`config.mk`:
```
export PLATFORM = sky130hd
export DESIGN_NAME = avmm_mem_tester
export DESIGN_NICKNAME = d
export VERILOG_FILES = /design/src/rtl/avmm_mem_tester_pkg.sv /design/src/rtl/avmm_pattern_gen.sv /design/src/rtl/avmm_mem_tester.sv
export SDC_FILE = /design/constraint.sdc
export NUM_CORES = 1
export LEC_CHECK = 0
export ABC_AREA = 0
export CELL_PAD_IN_SITES_DETAIL_PLACEMENT = 1
export CELL_PAD_IN_SITES_GLOBAL_PLACEMENT = 2
export CORE_ASPECT_RATIO = 0.75
export CORE_UTILIZATION = 31
export CTS_CLUSTER_DIAMETER = 50
export CTS_CLUSTER_SIZE = 40
export DETAILED_ROUTE_END_ITERATION = 6
export PLACE_DENSITY_LB_ADDON = 0.1
export SYNTH_ARGS = -nofsm -noshare
export SYNTH_HDL_FRONTEND = slang
export SYNTH_SLANG_ARGS = --single-unit
```
`constraint.sdc`:
```
create_clock -name clk -period 8.52 [get_ports clk]
set_input_delay 1.704 -clock clk [delete_from_list [all_inputs] [get_ports clk]]
set_output_delay 1.704 -clock clk [all_outputs]
set_load 0.1 [all_outputs]
```
`src/rtl/avmm_mem_tester_pkg.sv`:
```
// Shared types and constants for the Avalon-MM memory tester.
package avmm_mem_tester_pkg;

  typedef enum logic [2:0] {
    StIdle,
    StWr,
    StRdReq,
    StRdWait,
    StFin
  } state_e;

  localparam logic [1:0] MODE_FILL   = 2'd0;
  localparam logic [1:0] MODE_VERIFY = 2'd1;
  localparam logic [1:0] MODE_BOTH   = 2'd2;

  // Galois LFSR feedback mask for x^32 + x^22 + x^2 + x + 1 (right-shifting form).
  localparam logic [31:0] LFSR_POLY = 32'h8020_0003;

endpackage

```
`src/rtl/avmm_pattern_gen.sv`:
```
// Test pattern source P(i): seed + i by default, a 32-bit Galois LFSR when MEMTEST_LFSR_EN is
// defined. load restarts the sequence at P(0); advance steps to the next word.
module avmm_pattern_gen #(
  parameter int unsigned DATA_W = 32
) (
  input  logic              clk_i,
  input  logic              reset_i,
  input  logic              load_i,
  input  logic              advance_i,
  input  logic [DATA_W-1:0] seed_i,
  output logic [DATA_W-1:0] pattern_o
);

`ifdef MEMTEST_LFSR_EN
  import avmm_mem_tester_pkg::*;

  logic [31:0] lfsr_q, lfsr_d, seed32;

  always_comb begin
    seed32 = 32'(seed_i);
    lfsr_d = lfsr_q;
    if (load_i) begin
      // An all-zero state would lock the LFSR.
      lfsr_d = (seed32 == '0) ? 32'd1 : seed32;
    end else if (advance_i) begin
      lfsr_d = {1'b0, lfsr_q[31:1]} ^ (lfsr_q[0] ? LFSR_POLY : 32'd0);
    end
  end

  always_ff @(posedge clk_i) begin
    if (reset_i) begin
      lfsr_q <= 32'd1;
    end else begin
      lfsr_q <= lfsr_d;
    end
  end

  assign pattern_o = DATA_W'(lfsr_q);
`else
  logic [DATA_W-1:0] val_q, val_d;

  always_comb begin
    val_d = val_q;
    if (load_i) begin
      val_d = seed_i;
    end else if (advance_i) begin
      val_d = val_q + 1'b1;
    end
  end

  always_ff @(posedge clk_i) begin
    if (reset_i) begin
      val_q <= '0;
    end else begin
      val_q <= val_d;
    end
  end

  assign pattern_o = val_q;
`endif

endmodule

```
`src/rtl/avmm_mem_tester.sv`:
```
// Avalon-MM memory tester: fills a word range with P(i), reads it back and counts mismatches.
// Define MEMTEST_LFSR_EN to use an LFSR pattern instead of seed + i.
module avmm_mem_tester
  import avmm_mem_tester_pkg::*;
#(
  parameter int unsigned ADDR_W       = 14,
  parameter int unsigned DATA_W       = 32,
  parameter int unsigned READ_LATENCY = 1
) (
  input  logic                  clk,
  input  logic                  reset,
  input  logic                  start,
  input  logic [1:0]            mode,
  input  logic [ADDR_W-1:0]     base,
  input  logic [ADDR_W:0]       length,
  input  logic [DATA_W-1:0]     seed,
  output logic                  busy,
  output logic                  done,
  output logic [ADDR_W:0]       err_count,
  output logic [ADDR_W-1:0]     first_err_addr,
  output logic [ADDR_W-1:0]     avm_address,
  output logic                  avm_write,
  output logic                  avm_read,
  output logic [DATA_W-1:0]     avm_writedata,
  output logic [DATA_W/8-1:0]   avm_byteenable,
  input  logic [DATA_W-1:0]     avm_readdata,
  input  logic                  avm_waitrequest
);

  localparam logic [ADDR_W:0] MaxLen  = {1'b1, {ADDR_W{1'b0}}};
  localparam logic [2:0]      LatLast = 3'(READ_LATENCY);

  state_e            state_q, state_d;
  logic [ADDR_W-1:0] base_q, addr;
  logic [ADDR_W:0]   len_q, len_in, idx_q, idx_d;
  logic [1:0]        mode_q;
  logic [DATA_W-1:0] seed_q, pat_seed, pattern;
  logic [ADDR_W:0]   err_q, err_d;
  logic [ADDR_W-1:0] ferr_q, ferr_d;
  logic [2:0]        lat_q, lat_d;
  logic              pat_load, pat_adv, last_word;

  // Any length with the top bit set is at least the whole address space.
  assign len_in    = length[ADDR_W] ? MaxLen : length;
  assign addr      = base_q + idx_q[ADDR_W-1:0];
  assign last_word = (idx_q + 1'b1) == len_q;

  always_comb begin
    state_d  = state_q;
    idx_d    = idx_q;
    err_d    = err_q;
    ferr_d   = ferr_q;
    lat_d    = lat_q;
    pat_load = 1'b0;
    pat_adv  = 1'b0;
    pat_seed = seed_q;
    unique case (state_q)
      StIdle: begin
        if (start) begin
          pat_load = 1'b1;
          pat_seed = seed;
          idx_d    = '0;
          err_d    = '0;
          ferr_d   = '0;
          if (len_in == '0) begin
            state_d = StFin;
          end else if (mode == MODE_VERIFY) begin
            state_d = StRdReq;
          end else begin
            state_d = StWr;
          end
        end
      end
      StWr: begin
        if (!avm_waitrequest) begin
          pat_adv = 1'b1;
          idx_d   = idx_q + 1'b1;
          if (last_word) begin
            idx_d = '0;
            if (mode_q == MODE_FILL) begin
              state_d = StFin;
            end else begin
              // Restart the pattern so the verify pass sees the same sequence.
              pat_load = 1'b1;
              state_d  = StRdReq;
            end
          end
        end
      end
      StRdReq: begin
        if (!avm_waitrequest) begin
          lat_d   = 3'd1;
          state_d = StRdWait;
        end
      end
      StRdWait: begin
        if (lat_q == LatLast) begin
          if (avm_readdata != pattern) begin
            if (err_q != '1) err_d = err_q + 1'b1;
            if (err_q == '0) ferr_d = addr;
          end
          pat_adv = 1'b1;
          idx_d   = idx_q + 1'b1;
          state_d = last_word ? StFin : StRdReq;
        end else begin
          lat_d = lat_q + 3'd1;
        end
      end
      StFin:   state_d = StIdle;
      default: state_d = StIdle;
    endcase
  end

  always_ff @(posedge clk) begin
    if (reset) begin
      state_q <= StIdle;
      base_q  <= '0;
      len_q   <= '0;
      mode_q  <= MODE_FILL;
      seed_q  <= '0;
      idx_q   <= '0;
      err_q   <= '0;
      ferr_q  <= '0;
      lat_q   <= '0;
    end else begin
      state_q <= state_d;
      idx_q   <= idx_d;
      err_q   <= err_d;
      ferr_q  <= ferr_d;
      lat_q   <= lat_d;
      if (state_q == StIdle && start) begin
        base_q <= base;
        len_q  <= len_in;
        mode_q <= mode;
        seed_q <= seed;
      end
    end
  end

  avmm_pattern_gen #(
    .DATA_W (DATA_W)
  ) u_pattern_gen (
    .clk_i     (clk),
    .reset_i   (reset),
    .load_i    (pat_load),
    .advance_i (pat_adv),
    .seed_i    (pat_seed),
    .pattern_o (pattern)
  );

  assign busy           = (state_q == StWr) || (state_q == StRdReq) || (state_q == StRdWait);
  assign done           = (state_q == StFin);
  assign avm_write      = (state_q == StWr);
  assign avm_read       = (state_q == StRdReq);
  assign avm_address    = (avm_write || avm_read) ? addr : '0;
  assign avm_writedata  = avm_write ? pattern : '0;
  assign avm_byteenable = '1;
  assign err_count      = err_q;
  assign first_err_addr = ferr_q;

endmodule

```
==> results of run 1 <==
worst max path at each step:
stage / from / to / slack (ns) / cells past startpoint
after detailed placement: avm_readdata[17] / err_count[9] / 3.22 / 9
after floorplan: state_q[1] / avm_address[10] / 1.97 / 6
after CTS: idx_q[0] / avm_address[12] / 2.84 / 10
after global routing: idx_q[0] / avm_address[12] / 2.64 / 10
after global placement: avm_readdata[17] / first_err_addr[10] / 3.25 / 9
final: idx_q[0] / avm_address[12] / 2.88 / 10
stage by stage:
step                      setup WS [ns]  total power, mW  hold WS, ns  instances  cell area, um^2
final                              2.88             2.53        0.458       1532            10700
after floorplan                    1.97             1.48        0.440       1043             8120
after CTS                          2.84             2.56        0.459       1532            10700
after global routing               2.64             2.67        0.479       1532            10700
after global placement             3.25             1.75        0.444       1500            10100
after detailed placement           3.22             1.76        0.452       1500            10100
placed cells by master, fill, tap and decap left out, types with 5 or more instances in the layout:
| cell type | instances |
|---|---|
| nor3_1 | 17 |
| nor4_1 | 17 |
| nand3b_1 | 15 |
| a31oi_1 | 6 |
| a22oi_1 | 8 |
| and2_1 | 33 |
| nor2_1 | 85 |
| nor2b_1 | 11 |
| xor2_1 | 70 |
| nand2_1 | 194 |
| ha_1 | 19 |
| dfxtp_1 | 145 |
| nand3_1 | 30 |
| clkbuf_16 | 17 |
| xnor2_1 | 35 |
| clkdlybuf4s50_1 | 176 |
| and3_1 | 12 |
| inv_1 | 18 |
| o31ai_1 | 32 |
| o21ai_0 | 17 |
| buf_4 | 7 |
| a211oi_1 | 7 |
| or3_1 | 5 |
| nand2b_1 | 13 |
| o21a_1 | 5 |
| nand4_1 | 22 |
| a21oi_1 | 89 |
per-layer routing:
layer  track usage  wire length, um  vias to the layer above
met4        0.0531              228                        0
met2         0.290            10800                      159
met5             0                0                        -
met3        0.0397             1170                       19
met1         0.322            15100                     3640
li1              -                -                     3874
power groups by stage:
stage	Sequential, mW	Combinational, mW	Clock, mW
finish	0.852	0.887	0.791
CTS	0.851	0.895	0.809
detailed placement	0.866	0.891	0
floorplan	0.825	0.657	0
global placement	0.865	0.887	0
global route	0.863	0.965	0.841
critical path: cells and delay by family, from the launching register on:
kind	cells	cell delay (ns)
AND/OR/NAND/NOR	1	0.10
adder cells (fa/ha/maj)	2	0.68
AO/OA/AOI/OAI	5	1.03
flip-flops	1	0.40
buffers and inverters	1	1.14
XOR/XNOR	1	0.15
sequential cells by signal, summed over array words and instances (netlist names):
| name | count |
|---|---|
| base_q | 14 |
| err_count | 15 |
| first_err_addr | 14 |
| idx_q | 15 |
| lat_q | 3 |
| len_q | 15 |
| mode_q | 2 |
| seed_q | 32 |
| state_q | 3 |
| u_pattern_gen.pattern_o | 32 |
kinds of logic after synthesis:
logic type,count (synthesis),share of synthesized area
AND/OR/NAND/NOR,481,0.288
adder cells (fa/ha/maj),20,0.0318
AO/OA/AOI/OAI,204,0.160
XOR/XNOR,105,0.113
flip-flops,145,0.358
buffers and inverters,82,0.0457
multiplexers,2,0.00247
other,1,0.000463
final cells by class:
class | count | area share
timing repair buffer | 183 | 0.170
clock buffer | 23 | 0.0448
clock inverter | 9 | 0.0121
multi-input combinational | 816 | 0.455
sequential | 145 | 0.272
inverter | 18 | 0.00633
tap | 338 | 0.0396
==> results by group, run 1 <==
Routing
  • Vias: just under 8k
  • Routed wire length: ~27000 um
  • Iteration-0 DRC count of the detailed router: about 340
  • Wire per inst: 17.8 um
  • Drt drc: 0
  • TritonRoute pass-1 iters: 6
  • Vias per inst: around 5.0
  • Detail Route Antenna Nets: 0

Power
  • Clk pwr share: 0.313
  • Sw power: about 1 mW
  • Reported leakage power: about 3.9 nW
  • Int Pwr: between 1 and 1.5 mW
  • Combinational share of power: 0.351
  • Maximum VDD drop: 0.171 mV
  • Sw Ratio: 0.407
  • PD cells: approximately 240 mW/mm^2
  • Flop pwr share: 0.337

Yosys
  • Ys flop type: dfxtp_1
  • Syn Inst Count: 1040
  • Area leader, netlist: dfxtp_1
  • Top-count cell post-synth: nand2_1
  • Avg Inst Size Synth: around 7.8 um^2
  • FF+latch count, synth: ~150
  • Post-Syn Area: 0.00811 mm^2
  • Top post-synthesis cells by count: nand2_1, dfxtp_1, a21oi_1
  • Async SR Flop Fraction: 0
  • Synth Warn #: 0
  • Number of synthesized flops with an enable pin: 0
  • Synth area leaders: dfxtp_1, nand2_1, xor2_1
  • Share of the synthesized area in the top cell type: 0.358
  • Synth unique cells: 66
  • Sequential fraction of the synthesis area: 0.358

Flow run
  • Max-Cap Viols: 0

CTS
  • TritonCTS Buffers: 17
  • Clock-pin slew on the worst setup and hold paths: 0.06 ns
  • Sink Count: 145
  • Cts-stage hold buffer count: 0
  • CTS tree: built
  • H-tree Lvls: 4
  • CTS Root Cell: clkbuf_16
  • Clock Latency Late Sink: roughly 0.44 ns
  • Max clock buf depth: 2
  • Cts repair resizes: 0
  • Post-CTS Setup Inserts: 0

Cells and area
  • Layout cells sized above 1: 0.0461
  • Final Core Density: 0.421
  • Nets: roughly 1.3k
  • Reg area: a little under 0.003 mm^2
  • Multi-input gate area: 0.00485 mm^2
  • Fillers: ~3.1k
  • Synthesis-to-finish area growth: 31.6%
  • Antenna cells: 0

Timing
  • Final period utilization: 0.663
  • Total negative slack: 0 ns
  • Worst-Margin Slew: around 1.1 ns
  • Final Skew: about 0.01 ns
  • Hold Fails Final Rpt: 0
  • Min Tclk post-route: approximately 5.6 ns
  • Slew Viols, Final: 0
  • Final setup viols: 0
  • Fmax: about 180 MHz
  • Slew headroom: 0.244
  • RSZ-0062 raised after global routing: no

Critical path
  • Cell mode on critical path: o21ai_0
  • Worst-path cell chain: ha_1 > fa_1 > a21oi_1 > o211ai_1 > o21ai_0 > o21a_1 > o21ai_0 > xnor2_1 > nor2_1 > clkdlybuf4s50_1
  • Worst setup path class: reg2out
  • Critical Path Fanout Max: 8
  • Critical path launch point type: flip-flop
  • Reg2Reg Depth: 9
  • R2r endpoint: u_pattern_gen.pattern_o[12]
  • Reg-to-Reg Start: idx_q[0]
  • R2r setup slk: roughly 4.5 ns
  • Critical Path Slowest Stage Cell: clkdlybuf4s50_1
  • Req. time, crit path: 6.82 ns
  • Critical Path AT: roughly 4 ns
  • CP endpoint kind: primary output
  • Worst stage delay on the critical path: around 1.1 ns

Placement
  • Placer congestion estimate: about 0.8
  • Placed wire-length estimate: 20000 um
  • PortBufs: ~180

Floorplan
  • Die Y-Extent: between 100 and 150 um
  • Die X: approximately 190 um
  • Core Area: roughly 0.025 mm^2
  • Row Count: 50
  • Die Area: around 0.027 mm^2
  • I/O pin cnt: ~180
  • Starting Density: 0.320

Min path
  • Min-delay worst type: reg2reg
  • Hold path depth: 2
  • Sink of the worst hold path: first_err_addr[4]
  • Hold Crit Start: first_err_addr[4]

Global routing
  • Initial antenna violation count: 0
  • Largest net degree at the start of global routing: 66
  • Grt total ovfl: 0
  • Total GRT Usage: 0.209
  • First-pass GRT wire length: approximately 43000 um
  • Number of global-route vias before repair: approximately 7.6k

Outcome
  • Status: finished, final reports clean
No activity file was read; power rests on OpenSTA's default activity.
==> inputs of run 2 (changes only) <==
CORE_UTILIZATION = 29   (was 31)
clock period = 5.2 ns   (was 8.52 ns; I/O delays follow)
==> run 2 against run 1 <==
Against the previous run:
- clock-buffer cell count is 2 higher
- worst setup slack worse by 2.0 ns
- cell count increased by 1.3%
- critical endpoint is now avm_address[4]
- non-clock buffer count rose by 7
- critical path depth fell by 3
- flip-flop and latch count unchanged
- wire length increased by 1.1%
- clock skew grew 0.0019 ns
- global-route usage fell by 1.2 points
==> results by group, run 2 (synthesis gave the netlist of run 1 again) <==
Outcome
  • Status: finished, final reports clean

Floorplan
  • Core Area: 0.0272 mm^2 (+7.3%)
  • Starting Density: 0.298 (-0.0219)
  • Row Count: 52 (+4.0%)
  • Die X: 195 um (+3.4%)
  • Die Y-Extent: 147 um (+3.3%)
  • Die Area: 0.0286 mm^2 (+6.8%)
  • I/O pin cnt: 182 (unchanged)

CTS
  • Sink Count: 145 (unchanged)
  • CTS tree: built
  • H-tree Lvls: 4 (unchanged)
  • Post-CTS Setup Inserts: 0 (unchanged)
  • Clock-pin slew on the worst setup and hold paths: 0.07 ns (about the same)
  • Clock Latency Late Sink: 0.43 ns (about the same)
  • Cts repair resizes: 0 (unchanged)
  • Max clock buf depth: 2 (unchanged)
  • Cts-stage hold buffer count: 0 (unchanged)
  • CTS Root Cell: clkbuf_16
  • TritonCTS Buffers: 17 (unchanged)

Cells and area
  • Layout cells sized above 1: 0.0591 (+0.0131)
  • Design area: 0.0107 mm^2 (+0.60%)
  • Most common cell after layout, fill and taps aside: nand2_1
  • Fillers: 3266 (+6.6%)
  • Fin cells: 1552 (+1.3%)
  • Synthesis-to-finish area growth: 32.4%
  • Nets: 1307 (+0.54%)
  • Antenna cells: 0 (unchanged)
  • Commonest cells after routing, fill and taps aside: nand2_1, clkdlybuf4s50_1, dfxtp_1

Timing
  • Total negative slack: 0 ns (unchanged)
  • Final worst slack: 0.859 ns (-2.02 ns)
  • Final Skew: 0.0120 ns (+0.00194 ns)
  • Hold Fails Final Rpt: 0 (unchanged)
  • Worst-Margin Slew: 1.05 ns (-0.0809 ns)
  • Fmax: around 230 MHz
  • Slew headroom: 0.295 (+0.0518)
  • Final setup viols: 0 (unchanged)
  • Final period utilization: 0.835
  • Slew Viols, Final: 0 (unchanged)
  • Min Tclk post-route: about 4.3 ns
  • RSZ-0062 raised after global routing: no

Power
  • PD cells: 389 mW/mm^2 (+64%)
  • Reported leakage power: 3.91 nW (+1.5%)
  • Combinational share of power: 0.355 (+0.004)
  • Sw Ratio: 0.403 (-0.00431)
  • Flop pwr share: 0.334 (-0.003)
  • Int Pwr: 2.49 mW (+66%)
  • Total power draw: 4.17 mW (+65%)
  • Clk pwr share: 0.311 (-0.002)
  • Maximum VDD drop: 0.344 mV (+100%)
  • Sw power: 1.68 mW (+63%)

Global routing
  • Total GRT Usage: 0.197 (-0.0119)
  • Grt total ovfl: 0 (unchanged)
  • Largest net degree at the start of global routing: 66 (unchanged)
  • First-pass GRT wire length: 44300 um (+1.8%)
  • Initial antenna violation count: 0 (unchanged)
  • Number of global-route vias before repair: 7534 (-1.3%)

Routing
  • Vias: 7683 (-0.12%)
  • TritonRoute pass-1 iters: 5 (-1)
  • Wire per inst: 17.8 um (-0.20%)
  • Drt drc: 0 (unchanged)
  • Detail Route Antenna Nets: 0 (unchanged)
  • Routed wire length: 27600 um (+1.1%)
  • Iteration-0 DRC count of the detailed router: 322 (-5.8%)
  • Vias per inst: 4.95 (-1.4%)

Critical path
  • Critical Path Fanout Max: 8 (unchanged)
  • Critical Path Slowest Stage Cell: clkdlybuf4s50_1
  • Worst setup path class: reg2out
  • Critical path launch point type: flip-flop
  • WP buf/inv: 1 (unchanged)
  • CP endpoint kind: primary output
  • R2r setup slk: 1.55 ns (-2.95 ns)
  • Top Family by Delay on Critical Path: buffers and inverters
  • Critical Path AT: 3.30 ns (-0.64 ns)
  • Worst stage delay on the critical path: 1.15 ns (about the same)
  • Worst-path cell chain: ha_1 > fa_1 > a21oi_1 > o21bai_1 > xnor2_1 > nor2_1 > clkdlybuf4s50_1
  • Req. time, crit path: 4.16 ns (-2.66 ns)

Placement
  • PortBufs: 177 (unchanged)
  • Placer congestion estimate: 0.767 (-4.8%)
  • Pre-CTS setup slack: 0.634 ns (-2.59 ns)
  • Inst Count DP: 1520 (+1.3%)
  • Placed wire-length estimate: 20600 um (+2.7%)
  • Placed Area: 0.0101 mm^2 (+0.51%)

Flow run
  • Max-Cap Viols: 0 (unchanged)

Min path
  • Min-delay worst type: reg2reg
[run 2: through the flow]
stage,hold WS [ns],utilization
final,0.456,0.395
after global routing,0.484,0.395
after floorplan,0.440,-
after CTS,0.460,0.395
after detailed placement,0.451,0.372
after global placement,0.440,0.372
[run 2: cell type report]
class,count,area [um^2],share of cell area
multi-input combinational,816,4860,0.453
sequential,145,2900,0.270
timing repair buffer,190,1840,0.172
clock buffer,25,495,0.0462
tap,351,439,0.0409
clock inverter,7,124,0.0115
inverter,18,67.6,0.00630
[run 2: worst reg2reg max path, cell delays in order (launching register included)]
cell	delay, ns
dfxtp_1	0.62
nand3b_1	0.13
buf_4	0.20
o21ai_0	0.28
o41ai_1	0.24
a41oi_1	0.82
nand4_1	0.56
or4_1	0.58
a21oi_1	0.15
[run 2: worst paths after layout]
kind	cells past startpoint	startpoint	to
setup / recovery	7	idx_q[0]	avm_address[4]
setup reg to reg	8	state_q[1]	err_count[11]
hold reg to reg	2	first_err_addr[2]	first_err_addr[2]
hold / removal	2	first_err_addr[2]	first_err_addr[2]
[run 2: power groups by stage]
stage          Clock (mW)  Sequential, mW  Combinational, mW
2_1_floorplan           0            1.35               1.08
3_3_place_gp            0            1.42               1.49
3_5_place_dp            0            1.42               1.50
4_1_cts              1.33            1.39               1.50
5_1_grt              1.37            1.42               1.62
6_report             1.30            1.39               1.48
[run 2: per-layer routing]
layer / global-route usage / vias up / share of wire
met3: 0.0363 / 13 / 0.038
met4: 0.0402 / 0 / 0.0063
met1: 0.311 / 3648 / 0.56
met2: 0.270 / 128 / 0.39
li1: - / 3894 / -
met5: 0 / - / 0
==> inputs of run 3 (changes only) <==
clock period = 4.1 ns   (was 5.2 ns; I/O delays follow)
==> run 3 against run 2 <==
Against the previous run:
- global-route usage up 0.40 points
- largest cell class unchanged
- critical path depth rose by 3
- wire length grew 0.95%
- first-iteration DRC count is 5.6% lower
- core utilization is 0.22 points higher
- total power is 29% higher
- clock-buffer cell count down 4
- clock skew about the same
- via count increased by 0.38%
- cell count up 0.71%
- sequential share of layout area shrank 0.15 points
- worst setup slack got worse by 0.56 ns
==> results by group, run 3 (synthesis gave the netlist of run 1 again) <==
Outcome
  • Status: finished, final reports clean

Power
  • Int Pwr: 3.21 mW (+29%)
  • Combinational share of power: 0.367 (+0.012)
  • Clk pwr share: 0.308 (-0.003)
  • Reported leakage power: 4.06 nW (+3.8%)
  • Flop pwr share: 0.325 (-0.009)
  • Maximum VDD drop: 0.329 mV (-4.2%)
  • Sw Ratio: 0.404 (+0.00132)
  • Sw power: 2.18 mW (+30%)
  • PD cells: 500 mW/mm^2 (+29%)

Placement
  • Placed Area: 0.0102 mm^2 (+0.68%)
  • Placed wire-length estimate: 21100 um (+2.6%)
  • Placer congestion estimate: 0.774 (+1.0%)
  • PortBufs: 177 (unchanged)

CTS
  • Post-CTS Setup Inserts: 0 (unchanged)
  • Clock-pin slew on the worst setup and hold paths: 0.06 ns (about the same)
  • CTS tree: built
  • CTS Root Cell: clkbuf_16
  • TritonCTS Buffers: 17 (unchanged)
  • Cts repair resizes: 0 (unchanged)
  • Cts-stage hold buffer count: 0 (unchanged)
  • Sink Count: 145 (unchanged)
  • Max clock buf depth: 2 (unchanged)
  • H-tree Lvls: 4 (unchanged)
  • Clock Latency Late Sink: 0.43 ns (about the same)

Global routing
  • Grt total ovfl: 0 (unchanged)
  • Number of global-route vias before repair: 7806 (+3.6%)
  • First-pass GRT wire length: 44900 um (+1.5%)
  • Initial antenna violation count: 0 (unchanged)
  • Largest net degree at the start of global routing: 71 (+7.6%)
  • Total GRT Usage: 0.201 (+0.00396)

Routing
  • Routed wire length: 27900 um (+0.95%)
  • Detail Route Antenna Nets: 0 (unchanged)
  • TritonRoute pass-1 iters: 5 (unchanged)
  • Iteration-0 DRC count of the detailed router: 304 (-5.6%)
  • Drt drc: 0 (unchanged)
  • Wire per inst: 17.9 um (+0.24%)
  • Vias per inst: 4.93 (-0.33%)
  • Vias: 7712 (+0.38%)

Timing
  • Slew headroom: 0.344 (+0.0486)
  • Final setup viols: 0 (unchanged)
  • Fmax: approximately 260 MHz
  • RSZ-0062 raised after global routing: no
  • Min Tclk post-route: ~3.8 ns
  • Worst-Margin Slew: 0.981 ns (-0.0727 ns)
  • Hold Fails Final Rpt: 0 (unchanged)
  • Total negative slack: 0 ns (unchanged)
  • Min Hold Slack: 0.456 ns (+0.0000450 ns)
  • Final period utilization: 0.928
  • Final Skew: 0.0117 ns (-0.000311 ns)
  • Slew Viols, Final: 0 (unchanged)

Critical path
  • Setup crit start: idx_q[0]
  • Critical Path Slowest Stage Cell: fa_1
  • Critical path launch point type: flip-flop
  • Top Family by Delay on Critical Path: compound AO/OA/AOI/OAI gates
  • Req. time, crit path: 3.28 ns (-0.88 ns)
  • Critical Path AT: 2.98 ns (-0.32 ns)
  • Reg-to-Reg Start: idx_q[1]
  • Cell mode on critical path: o21ai_0
  • CP endpoint kind: primary output
  • Worst-path cell chain: ha_1 > fa_1 > a21oi_1 > o211ai_1 > o21ai_0 > o21a_1 > o21ai_0 > xnor2_1 > nor2_2 > buf_12
  • Worst setup path class: reg2out
  • WP buf/inv: 1 (unchanged)
  • Worst stage delay on the critical path: 0.42 ns (-0.73 ns)
  • Critical Path Fanout Max: 8 (unchanged)

Cells and area
  • Layout cells sized above 1: 0.109 (+0.0498)
  • Most common cell after layout, fill and taps aside: nand2_1
  • Antenna cells: 0 (unchanged)
  • Nets: 1320 (+0.99%)
  • Design area: 0.0108 mm^2 (+0.55%)
  • Synthesis-to-finish area growth: 33.1%
  • Commonest cells after routing, fill and taps aside: nand2_1, dfxtp_1, clkdlybuf4s50_1

Floorplan
  • Die Y-Extent: 147 um (unchanged)
  • Core Area: 0.0272 mm^2 (unchanged)
  • I/O pin cnt: 182 (unchanged)
  • Die X: 195 um (unchanged)
  • Row Count: 52 (unchanged)
  • Die Area: 0.0286 mm^2 (unchanged)
  • Starting Density: 0.298 (unchanged)

Min path
  • Hold Crit Start: first_err_addr[2]
  • Min-delay worst type: reg2reg

Flow run
  • Max-Cap Viols: 0 (unchanged)
==> run 3: cell count changes in the layout (fill, tap and decap cells not counted), sizes merged <==
cell | before | now
buf | 23 | 75
bufinv | 3 | 4
clkbuf | 25 | 21
clkdlybuf4s50 | 167 | 128
clkinv | 3 | 4
==> run 3: path summary, 6_finish.rpt <==
kind / endpoint / slack [ns] / cells after the start
max: avm_address[12] / 0.30 / 10
min: first_err_addr[2] / 0.46 / 2
max reg2reg: u_pattern_gen.pattern_o[9] / 0.77 / 10
min reg2reg: first_err_addr[2] / 0.46 / 2
==> run 3: tightest hold or removal path, stage by stage, from the launching register on <==
cell and delay (ns):
dfxtp_1 0.31, nand2_1 0.05, a21oi_1 0.05
==> run 3: metal layers <==
| metal | up-vias | global-route usage | routed length [um] |
|---|---|---|---|
| met5 | - | 0 | 0 |
| met4 | 0 | 0.0437 | 121 |
| met3 | 6 | 0.0376 | 802 |
| met2 | 126 | 0.279 | 11200 |
| met1 | 3675 | 0.314 | 15800 |
| li1 | 3905 | - | - |
==> run 3: metrics by stage <==
| step | power, mW | setup slack, ns | instances | util |
|---|---|---|---|---|
| after floorplan | 3.10 | 0.0925 | 1043 | - |
| after global placement | 3.77 | 0.760 | 1533 | 0.374 |
| after detailed placement | 3.78 | 0.660 | 1533 | 0.374 |
| after CTS | 5.47 | 0.240 | 1563 | 0.397 |
| after global routing | 5.71 | 0.0927 | 1563 | 0.397 |
| final | 5.40 | 0.296 | 1563 | 0.397 |
==> run 3: final cells by class <==
cell class	instances	area, um^2
Timing Repair Buffer	203	1880
Multi-Input combinational cell	816	4890
Fill cell	3269	16400
Sequential cell	145	2900
Clock buffer	21	450
Tap cell	351	439
Clock inverter	9	159
Inverter	18	67.6
==> run 3: power groups by stage <==
| stage | registers [mW] | logic [mW] | clock network [mW] |
|---|---|---|---|
| 2_1_floorplan | 1.71 | 1.39 | 0 |
| 3_3_place_gp | 1.79 | 1.98 | 0 |
| 3_5_place_dp | 1.79 | 1.99 | 0 |
| 4_1_cts | 1.76 | 2.00 | 1.71 |
| 5_1_grt | 1.78 | 2.15 | 1.78 |
| 6_report | 1.75 | 1.98 | 1.66 |
==> patch: new RTL, flow settings as in run 3 <==
Add an input register stage for `mode`, cleared by the reset; this delays it by one clock. The other inputs are not delayed to match.
--- a/src/rtl/avmm_mem_tester.sv
+++ b/src/rtl/avmm_mem_tester.sv
@@ -31,2 +31,12 @@
   localparam logic [2:0]      LatLast = 3'(READ_LATENCY);
+
+  logic [1:0] mode_r;
+
+  always_ff @(posedge clk) begin
+    if (reset) begin
+      mode_r <= '0;
+    end else begin
+      mode_r <= mode;
+    end
+  end
 
@@ -66,3 +76,3 @@
             state_d = StFin;
-          end else if (mode == MODE_VERIFY) begin
+          end else if (mode_r == MODE_VERIFY) begin
             state_d = StRdReq;
@@ -133,3 +143,3 @@
         len_q  <= len_in;
-        mode_q <= mode;
+        mode_q <= mode_r;
         seed_q <= seed;
Check against the original RTL: not equivalent (a bounded check fails within 4 cycles, from zero or initial values and one cycle with reset high).
==> patch against run 3 <==
- cell count is 3.5% higher
- total power is 12% lower
- sequential power is 3% lower
- first-iteration DRC count is 4.3% higher
- clock skew is 0.0040 ns lower
- sequential share of layout area is 0.69 points lower
- sequential cell count is 2 higher
- count of clock-buffer cells in the layout is 1 lower
- worst setup slack worse by 0.12 ns
- area after synthesis is 4.4% higher
- routed wire length is 3.7% higher
- global-route usage is 0.31 points lower
- design area is 4.2% higher
- largest power group is now sequential cells
==> patch: results <==
set metrics [dict create \
    use_met3 0.0338 \
    ys_seq_area_frac 0.348 \
    post_cts_buffers 1 \
    drtPass1Iterations 4 \
    leakage_uw 0.00428 \
    worstHoldStart "first_err_addr[11]$_SDFFE_PP0P_" \
    total_power_uw 4730 \
    worst_path_largest_cell_delay_ns 0.44 \
    grt.met2_usage 0.283 \
    synthMuxAreaShare 0.00842 \
    dpl_cell_area_mm2 0.0106 \
    reg2reg_depth 9 \
    synth-adder-area-share 0.0304 \
    grt_usage 0.198 \
    drive_gt1_frac 0.142 \
    powerComb_uw 1450 \
    post_drt_wl_per_cell_um 17.9 \
    cts_resized 4 \
    synth_compound_area_frac 0.165 \
    layout.cells.non_filler 1618 \
    skew_ns 0.00774 \
    power_frac_clock 0.336 \
    synthTopCellsByArea "dfxtp_1 (35%), nand2_1 (8.4%), xor2_1 (7.3%)" \
    outcome "completed" \
    nets 1339 \
    vdd_drop_max_mv 0.280 \
    hold_ws_ns 0.446 \
    swShare 0.379 \
    holdPathEnd "first_err_addr[11]$_SDFFE_PP0P_" \
    drtIter0Drc 317 \
    use_met1 0.302 \
    grt_pass1_vias 7785 \
    cp.arrival_ns 3.10 \
    dp_slack_ns 0.236 \
]
-- patch: layout make-up --
type	instances	area, um^2
clock inverters	12	128
clock buffers	20	457
multi-input cells	824	5210
well taps	385	482
fillers	3435	17100
repair buffers	208	1940
inverters	22	82.6
flip-flops and latches	147	2950
-- patch: how the worst max path moves through the flow --
stage	to	slack, ns	from
2_1_floorplan	avm_address[11]	0.01	state_q[1]$_SDFFE_PP0P_
3_3_place_gp	first_err_addr[13]$_SDFFE_PP0P_	0.17	avm_readdata[1]
3_5_place_dp	avm_address[12]	0.24	idx_q[0]$_SDFFE_PP0P_
4_1_cts	avm_address[12]	0.01	idx_q[0]$_SDFFE_PP0P_
5_1_grt	avm_address[12]	-0.008	idx_q[0]$_SDFFE_PP0P_
6_report	avm_address[12]	0.18	idx_q[0]$_SDFFE_PP0P_
-- patch: routing by layer --
layer / vias to the layer above / wire length [um]
met5: - / 0
met4: 0 / 267
met3: 17 / 1090
met2: 136 / 11900
met1: 3731 / 15700
li1: 3987 / -
